$ cat src/rtl/cordic_pkg.sv
// Shared constants, register map and sequencer states for the CORDIC
// APB register front end.
package cordic_pkg;

    localparam int N          = 32;
    localparam int NUM_INVTAN = 32;

    localparam int unsigned CTRL_OFF    = 'h000;
    localparam int unsigned STATUS_OFF  = 'h004;
    localparam int unsigned X_IN_OFF    = 'h008;
    localparam int unsigned Y_IN_OFF    = 'h00C;
    localparam int unsigned Z_IN_OFF    = 'h010;
    localparam int unsigned FRAC_OFF    = 'h014;
    localparam int unsigned SCALE_OFF   = 'h018;
    localparam int unsigned ONE_OFF     = 'h01C;
    localparam int unsigned X_OUT_OFF   = 'h020;
    localparam int unsigned Y_OUT_OFF   = 'h024;
    localparam int unsigned Z_OUT_OFF   = 'h028;
    localparam int unsigned INVTAN_BASE = 'h080;

    localparam int CTRL_START  = 0;
    localparam int CTRL_MODE   = 1;
    localparam int CTRL_IRQ_EN = 2;

    localparam int ST_BUSY = 0;
    localparam int ST_DONE = 1;
    localparam int ST_ERR  = 2;

    typedef enum logic [1:0] {
        IDLE,
        START,
        RUN
    } state_t;

endpackage

$ cat src/rtl/cordic_invtan_bank.sv
// Arctangent table: 32 words written/read by index, frozen while the
// core is iterating, exposed to the core as one flat bus.
module cordic_invtan_bank
    import cordic_pkg::*;
(
    input  logic                      clk,
    input  logic                      rst_n,
    input  logic                      we,
    input  logic                      busy,
    input  logic [4:0]                idx,
    input  logic [N-1:0]              wdata,
    output logic [N-1:0]              rdata,
    output logic [NUM_INVTAN*N-1:0]   invtan
);

    logic [N-1:0] tab [NUM_INVTAN];

    always_ff @(posedge clk) begin
        if (!rst_n) begin
            for (int i = 0; i < NUM_INVTAN; i++) begin
                tab[i] <= '0;
            end
        end else if (we && !busy) begin
            tab[idx] <= wdata;
        end
    end

    assign rdata = tab[idx];

    always_comb begin
        invtan = '0;
        for (int i = 0; i < NUM_INVTAN; i++) begin
            invtan[i*N +: N] = tab[i];
        end
    end

endmodule

$ cat src/rtl/cordic_apb_regs.sv
// APB3 register bank and run sequencer feeding the iterative CORDIC core:
// operands, constants, start pulse, result capture, watchdog and irq.
module cordic_apb_regs
    import cordic_pkg::*;
#(
    parameter int ADDR_W      = 12,
    parameter int TIMEOUT_CYC = 64
) (
    input  logic                    clk,
    input  logic                    rst_n,
    input  logic                    psel,
    input  logic                    penable,
    input  logic                    pwrite,
    input  logic [ADDR_W-1:0]       paddr,
    input  logic [31:0]             pwdata,
    output logic [31:0]             prdata,
    output logic                    pready,
    output logic                    pslverr,
    output logic [31:0]             core_x,
    output logic [31:0]             core_y,
    output logic [31:0]             core_z,
    output logic                    core_mode,
    output logic                    core_start,
    output logic [4:0]              core_xyfracbase,
    output logic [4:0]              core_phasefracbase,
    output logic [31:0]             core_scale_factor,
    output logic [31:0]             core_xybaseone,
    output logic [NUM_INVTAN*N-1:0] core_invtan,
    input  logic [31:0]             core_x_n,
    input  logic [31:0]             core_y_n,
    input  logic [31:0]             core_z_n,
    input  logic                    core_done,
    output logic                    irq
);

    localparam int WD_W = $clog2(TIMEOUT_CYC + 1);
    localparam logic [WD_W-1:0] WD_LAST = WD_W'(TIMEOUT_CYC - 1);

    state_t state, state_d;
    logic [WD_W-1:0] wd;
    logic mode, irq_en, done, err;
    logic done_d, err_d, irq_en_d;
    logic [31:0] x_in, y_in, z_in, scale, xy_one;
    logic [31:0] x_out, y_out, z_out;
    logic [4:0] xy_fb, ph_fb;
    logic [31:0] inv_rdata;

    logic acc, wr, busy;
    logic hit_ctrl, hit_status, hit_x, hit_y, hit_z, hit_frac;
    logic hit_scale, hit_one, hit_xo, hit_yo, hit_zo, hit_inv;
    logic cfg_hit, ro_hit, mapped, mode_clash;
    logic start_req, capture, timeout;

    assign acc  = psel && penable;
    assign wr   = acc && pwrite;
    assign busy = (state != IDLE);

    assign hit_ctrl   = (paddr == ADDR_W'(CTRL_OFF));
    assign hit_status = (paddr == ADDR_W'(STATUS_OFF));
    assign hit_x      = (paddr == ADDR_W'(X_IN_OFF));
    assign hit_y      = (paddr == ADDR_W'(Y_IN_OFF));
    assign hit_z      = (paddr == ADDR_W'(Z_IN_OFF));
    assign hit_frac   = (paddr == ADDR_W'(FRAC_OFF));
    assign hit_scale  = (paddr == ADDR_W'(SCALE_OFF));
    assign hit_one    = (paddr == ADDR_W'(ONE_OFF));
    assign hit_xo     = (paddr == ADDR_W'(X_OUT_OFF));
    assign hit_yo     = (paddr == ADDR_W'(Y_OUT_OFF));
    assign hit_zo     = (paddr == ADDR_W'(Z_OUT_OFF));
    assign hit_inv    = (paddr[ADDR_W-1:7] == (ADDR_W-7)'(INVTAN_BASE >> 7))
                     && (paddr[1:0] == 2'b00);

    assign cfg_hit = hit_x || hit_y || hit_z || hit_frac
                  || hit_scale || hit_one || hit_inv;
    assign ro_hit  = hit_xo || hit_yo || hit_zo;
    assign mapped  = hit_ctrl || hit_status || cfg_hit || ro_hit;

    // Rewriting MODE with its current value is harmless, so only a change errors.
    assign mode_clash = hit_ctrl && (pwdata[CTRL_MODE] != mode);

    assign pready  = 1'b1;
    assign pslverr = acc && (!mapped || (pwrite && (ro_hit
                  || (busy && (cfg_hit || mode_clash)))));

    assign start_req = wr && hit_ctrl && pwdata[CTRL_START];
    assign capture   = (state == RUN) && core_done;
    assign timeout   = (state == RUN) && !core_done && (wd == WD_LAST);

    always_ff @(posedge clk) begin
        if (!rst_n) begin
            state <= IDLE;
        end else begin
            state <= state_d;
        end
    end

    always_comb begin
        state_d = state;
        unique case (state)
            IDLE:    if (start_req) state_d = START;
            START:   state_d = RUN;
            RUN:     if (capture || timeout) state_d = IDLE;
            default: state_d = IDLE;
        endcase
    end

    always_comb begin
        core_start = (state == START);
    end

    always_comb begin
        done_d   = done;
        err_d    = err;
        irq_en_d = irq_en;
        if (wr && hit_status && pwdata[ST_DONE]) done_d = 1'b0;
        if (wr && hit_status && pwdata[ST_ERR])  err_d  = 1'b0;
        if (capture) done_d = 1'b1;
        if (timeout || (start_req && busy)) err_d = 1'b1;
        if (wr && hit_ctrl) irq_en_d = pwdata[CTRL_IRQ_EN];
    end

    always_ff @(posedge clk) begin
        if (!rst_n) begin
            mode   <= 1'b0;
            irq_en <= 1'b0;
            done   <= 1'b0;
            err    <= 1'b0;
            irq    <= 1'b0;
            x_in   <= '0;
            y_in   <= '0;
            z_in   <= '0;
            xy_fb  <= '0;
            ph_fb  <= '0;
            scale  <= '0;
            xy_one <= '0;
            x_out  <= '0;
            y_out  <= '0;
            z_out  <= '0;
            wd     <= '0;
        end else begin
            if (wr && hit_ctrl && !busy) mode <= pwdata[CTRL_MODE];
            irq_en <= irq_en_d;
            done   <= done_d;
            err    <= err_d;
            irq    <= (done_d || err_d) && irq_en_d;
            if (wr && cfg_hit && !busy) begin
                unique case (1'b1)
                    hit_x:     x_in   <= pwdata;
                    hit_y:     y_in   <= pwdata;
                    hit_z:     z_in   <= pwdata;
                    hit_scale: scale  <= pwdata;
                    hit_one:   xy_one <= pwdata;
                    hit_frac: begin
                        xy_fb <= pwdata[4:0];
                        ph_fb <= pwdata[12:8];
                    end
                    default: ;
                endcase
            end
            if (capture) begin
                x_out <= core_x_n;
                y_out <= core_y_n;
                z_out <= core_z_n;
            end
            if (state == START) begin
                wd <= '0;
            end else if (state == RUN) begin
                wd <= wd + 1'b1;
            end
        end
    end

    cordic_invtan_bank u_invtan (
        .clk    (clk),
        .rst_n  (rst_n),
        .we     (wr && hit_inv),
        .busy   (busy),
        .idx    (paddr[6:2]),
        .wdata  (pwdata),
        .rdata  (inv_rdata),
        .invtan (core_invtan)
    );

    always_comb begin
        prdata = '0;
        if (acc && !pwrite) begin
            unique case (1'b1)
                hit_ctrl: begin
                    prdata[CTRL_MODE]   = mode;
                    prdata[CTRL_IRQ_EN] = irq_en;
                end
                hit_status: begin
                    prdata[ST_BUSY] = busy;
                    prdata[ST_DONE] = done;
                    prdata[ST_ERR]  = err;
                end
                hit_x:     prdata = x_in;
                hit_y:     prdata = y_in;
                hit_z:     prdata = z_in;
                hit_frac:  prdata = {19'b0, ph_fb, 3'b0, xy_fb};
                hit_scale: prdata = scale;
                hit_one:   prdata = xy_one;
                hit_xo:    prdata = x_out;
                hit_yo:    prdata = y_out;
                hit_zo:    prdata = z_out;
                hit_inv:   prdata = inv_rdata;
                default:   prdata = '0;
            endcase
        end
    end

    assign core_x             = x_in;
    assign core_y             = y_in;
    assign core_z             = z_in;
    assign core_mode          = mode;
    assign core_xyfracbase    = xy_fb;
    assign core_phasefracbase = ph_fb;
    assign core_scale_factor  = scale;
    assign core_xybaseone     = xy_one;

endmodule
$ cat config.mk
export PLATFORM = sky130hd
export DESIGN_NAME = cordic_apb_regs
export DESIGN_NICKNAME = d
export VERILOG_FILES = /design/src/rtl/cordic_pkg.sv /design/src/rtl/cordic_invtan_bank.sv /design/src/rtl/cordic_apb_regs.sv
export SDC_FILE = /design/constraint.sdc
export NUM_CORES = 2
export LEC_CHECK = 0
export BUFFER_PORTS_ARGS = -buffer_cell sky130_fd_sc_hd__buf_4
export CELL_PAD_IN_SITES_DETAIL_PLACEMENT = 0
export CELL_PAD_IN_SITES_GLOBAL_PLACEMENT = 2
export CORE_AREA = 5 5 526 528
export CTS_CLUSTER_SIZE = 12
export DETAILED_ROUTE_END_ITERATION = 12
export DIE_AREA = 0 0 531 533
export PLACE_DENSITY_LB_ADDON = 0.1
export SYNTH_ARGS = -nofsm -noshare
export SYNTH_HDL_FRONTEND = slang
export SYNTH_SLANG_ARGS = --single-unit
$ cat constraint.sdc
create_clock -name clk -period 13.4 [get_ports clk]
set_input_delay 2.01 -clock clk [delete_from_list [all_inputs] [get_ports clk]]
set_output_delay 2.01 -clock clk [all_outputs]
set_load 0.005 [all_outputs]
==> metrics.yaml <==
worst_hold_path:
  hold_class: "flop to flop"
  worstHoldPathCells: 2
  min_from: "y_out[31]"
  min_to: "y_out[31]"
final_layout:
  final_cell_mix: "1494 x buf_4, 1030 x and2_1, 1024 x edfxtp_1, 610 x nand2_1, 530 x mux2i_1"
  area_growth_pct: 33.0
  fillerInstances: 28079
  multi_input_area_sq_mm: 0.0223
  drive_gt1_share_pct: 29.8
  mostFrequentLayoutCell: "buf_4"
  fin_util_pct: 29.4
  register_area_sq_mm: 0.0364
  design_area_sq_mm: 0.0801
  finalNetCount: 6342
setup_path:
  reg2regPathDepth: 6
  max_stage_delay_ns: 1.23
  cp_slowest_cell: "nor4_1"
  critPathTopFamily: "simple AND/OR/NAND/NOR gates"
  cp.arrival_ns: 6.62
  critPathMostFrequentCell: "buf_4"
  worstPathMaxFanout: 33
  critPathBufInv: 4
  r2r_slack_ns: 9.79
  required_ns: 11.39
  r2r_start: "state[1]"
  critPathCaptureType: "output pin"
  crit-reg2reg-capture: "u_invtan.tab[20][17]"
  crit_type: "input pin to output pin"
  crit_chain: "clkbuf_8 > buf_4 > or4_2 > buf_4 > o22ai_1 > nor4_1 > nand2_1 > nand2_1 > a41oi_1 > buf_4"
  critPathLaunchType: "input pin"
flow_run:
  cap_violations: 1
global_routing:
  grt_pass1_vias: 48394
  grt_overflow: 0
  grtUsageTotal_pct: 29.8
  grt_max_degree: 166
  grt_pass1_wl_um: 550000
  grt_antenna_before_repair: 46
floorplanning:
  die_area_sq_mm: 0.283
  fp.dieH_um: 533
  start_util_pct: 22.1
  core_sq_mm: 0.272
  die_x_um: 531
  rows: 192
  io_pins: 1377
routing:
  avgViaCountPerCell: 4.92
  num_vias: 48886
  dr.pass1.iters: 6
  drc: 0
  antenna_left: 0
  drt_iter0_drc: 4916
  finalWirelength_um: 440000
  wl_per_cell_um: 44.2
clock_network:
  clock_latency_ns: 0.84
  cts_hold_buf: 0
  ctsResizeCount: 0
  clockBufferDepth: 3
  path_clk_slew_ns: 0.06
  post_cts_buffers: 0
  cts-buffers-inserted: 169
  htreeDepth: 4
  cts_tree: "built"
  clock_sinks: 1304
  root_buffer: "clkbuf_16"
place:
  placedInstanceArea_sq_mm: 0.0745
  post-dp-hpwl_um: 329000
  gp_congestion: 0.913
  io_buffers: 1375
synth:
  synth_compound_area_share_pct: 8.31
  synth_largest_area_cell: "edfxtp_1"
  synth_seq_area_share_pct: 60.4
  ys_ff_latch: 1304
  yosysWarnings: 0
  synth.area.top_cells: "edfxtp_1 51%, and2_1 11%, dfxtp_1 9.3%"
  synth_top_family_by_area: "simple AND/OR/NAND/NOR gates"
  netlist_area_sq_mm: 0.0602
  synth_area_per_cell_sq_um: 12.0
  synth_mux_area_share_pct: 9.91
  yosysUniqueCellTypes: 83
  synth_ff_type: "edfxtp_1"
  synthArstFlopShare_pct: 0
  synth.net_count: 5153
  synth_xor_area_share_pct: 0.0727
  synth-simple-area-share_pct: 17.5
  netlist.area_leader.share_pct: 51.1
  synth-edff-count: 1024
  yosys.area_share.adder_pct: 0.0208
  synthCells: 5006
sta:
  tightestPinTransition_ns: 1.54
  rsz0062_at_grt: "no"
  clock.fmax_ghz: 0.116
  period_share_pct: 64.4
  skew_ns: 0.0686
  tns_ns: 0
  setup_viol: 0
  hold_ws_ns: 0.462
  maxSlewHeadroom_pct: -3.65
  drv_slew: 2
  period_minus_slack_ns: 8.63
  finalHoldViolations: 0
pwr:
  cellPowerDensity_mw_per_mm2: 127
  power.leakage_nw: 31.4
  power_w: 0.0102
  peakVddDrop_uv: 121
status:
  status: "finished with violations"
  failed_checks: "capacitance limit, slew limit"
[worst register-to-register path, delay by kind of cell, from the launching register on]
kind	cells	cell delay, ns
buffers and inverters	2	0.86
flip-flops	1	0.40
AND/OR/NAND/NOR	3	1.02
AO/OA/AOI/OAI	1	0.89
[flip-flops by register name, summed over array words and instances (netlist names), 2 cells and up]
signal / cells
x_out: 32
core_z: 32
core_x: 32
core_xybaseone: 32
core_y: 32
wd: 7
core_phasefracbase: 5
state: 2
u_invtan.tab: 1024
y_out: 32
z_out: 32
core_xyfracbase: 5
core_scale_factor: 32
[power breakdown]
group          switching [W]  internal (W)
clock network        0.00201       0.00262
registers           0.000140       0.00447
logic               0.000650      0.000290
total                0.00280       0.00738
[synth_stat cells (21+ instances only)]
library cell     n
a22oi_1         33
buf_2          115
nor2_1          67
o21ai_0         51
dfxtp_1        280
mux2i_1        530
a21boi_0       184
clkbuf_1       255
clkbuf_2        57
a21oi_1         30
buf_4           40
nand2_1        612
mux2_2          21
edfxtp_1      1024
and2_1        1033
nor4_1          53
o22ai_1        247
a21boi_1        85
[layout make-up]
| cell class | count | share of cell area [%] |
|---|---|---|
| antenna | 28 | 0.0875 |
| clock buffer | 215 | 5.57 |
| clock inverter | 90 | 1.27 |
| inverter | 5 | 0.0234 |
| multi-input combinational | 3213 | 27.8 |
| sequential | 1304 | 45.4 |
| tap | 3589 | 5.61 |
| timing repair buffer | 1502 | 14.2 |
[metal layers]
metal,up-vias,share of wire [%],GRT usage (%)
met5,-,0.018,0
met4,12,4.7,11.6
met3,479,8.0,8.09
met2,2370,50,52.0
met1,25719,38,34.4
li1,20306,-,-
[per-stage QoR]
stage,instances,setup slack [ns]
finish,9946,4.77
global route,9921,4.94
CTS,9918,4.88
detailed placement,9613,4.89
global placement,9613,4.83
floorplan,5006,7.40
[logic make-up after synthesis]
family                   after synthesis
buffers and inverters                489
adder cells (fa/ha/maj)                1
AO/OA/AOI/OAI                        722
other                                  1
AND/OR/NAND/NOR                     1914
XOR/XNOR                               5
multiplexers                         570
flip-flops                          1304
[how the worst max path moves through the flow]
stage	start	end	slack [ns]	depth (start not counted)
4_1_cts	paddr[6]	prdata[4]	4.88	10
2_1_floorplan	paddr[8]	u_invtan.tab[13][0]	7.40	7
3_3_place_gp	paddr[2]	prdata[0]	4.83	9
3_5_place_dp	paddr[6]	prdata[4]	4.89	10
5_1_grt	paddr[3]	prdata[3]	4.94	10
6_report	paddr[2]	prdata[11]	4.77	10
Note: power is estimated with default switching activity, not from simulation.
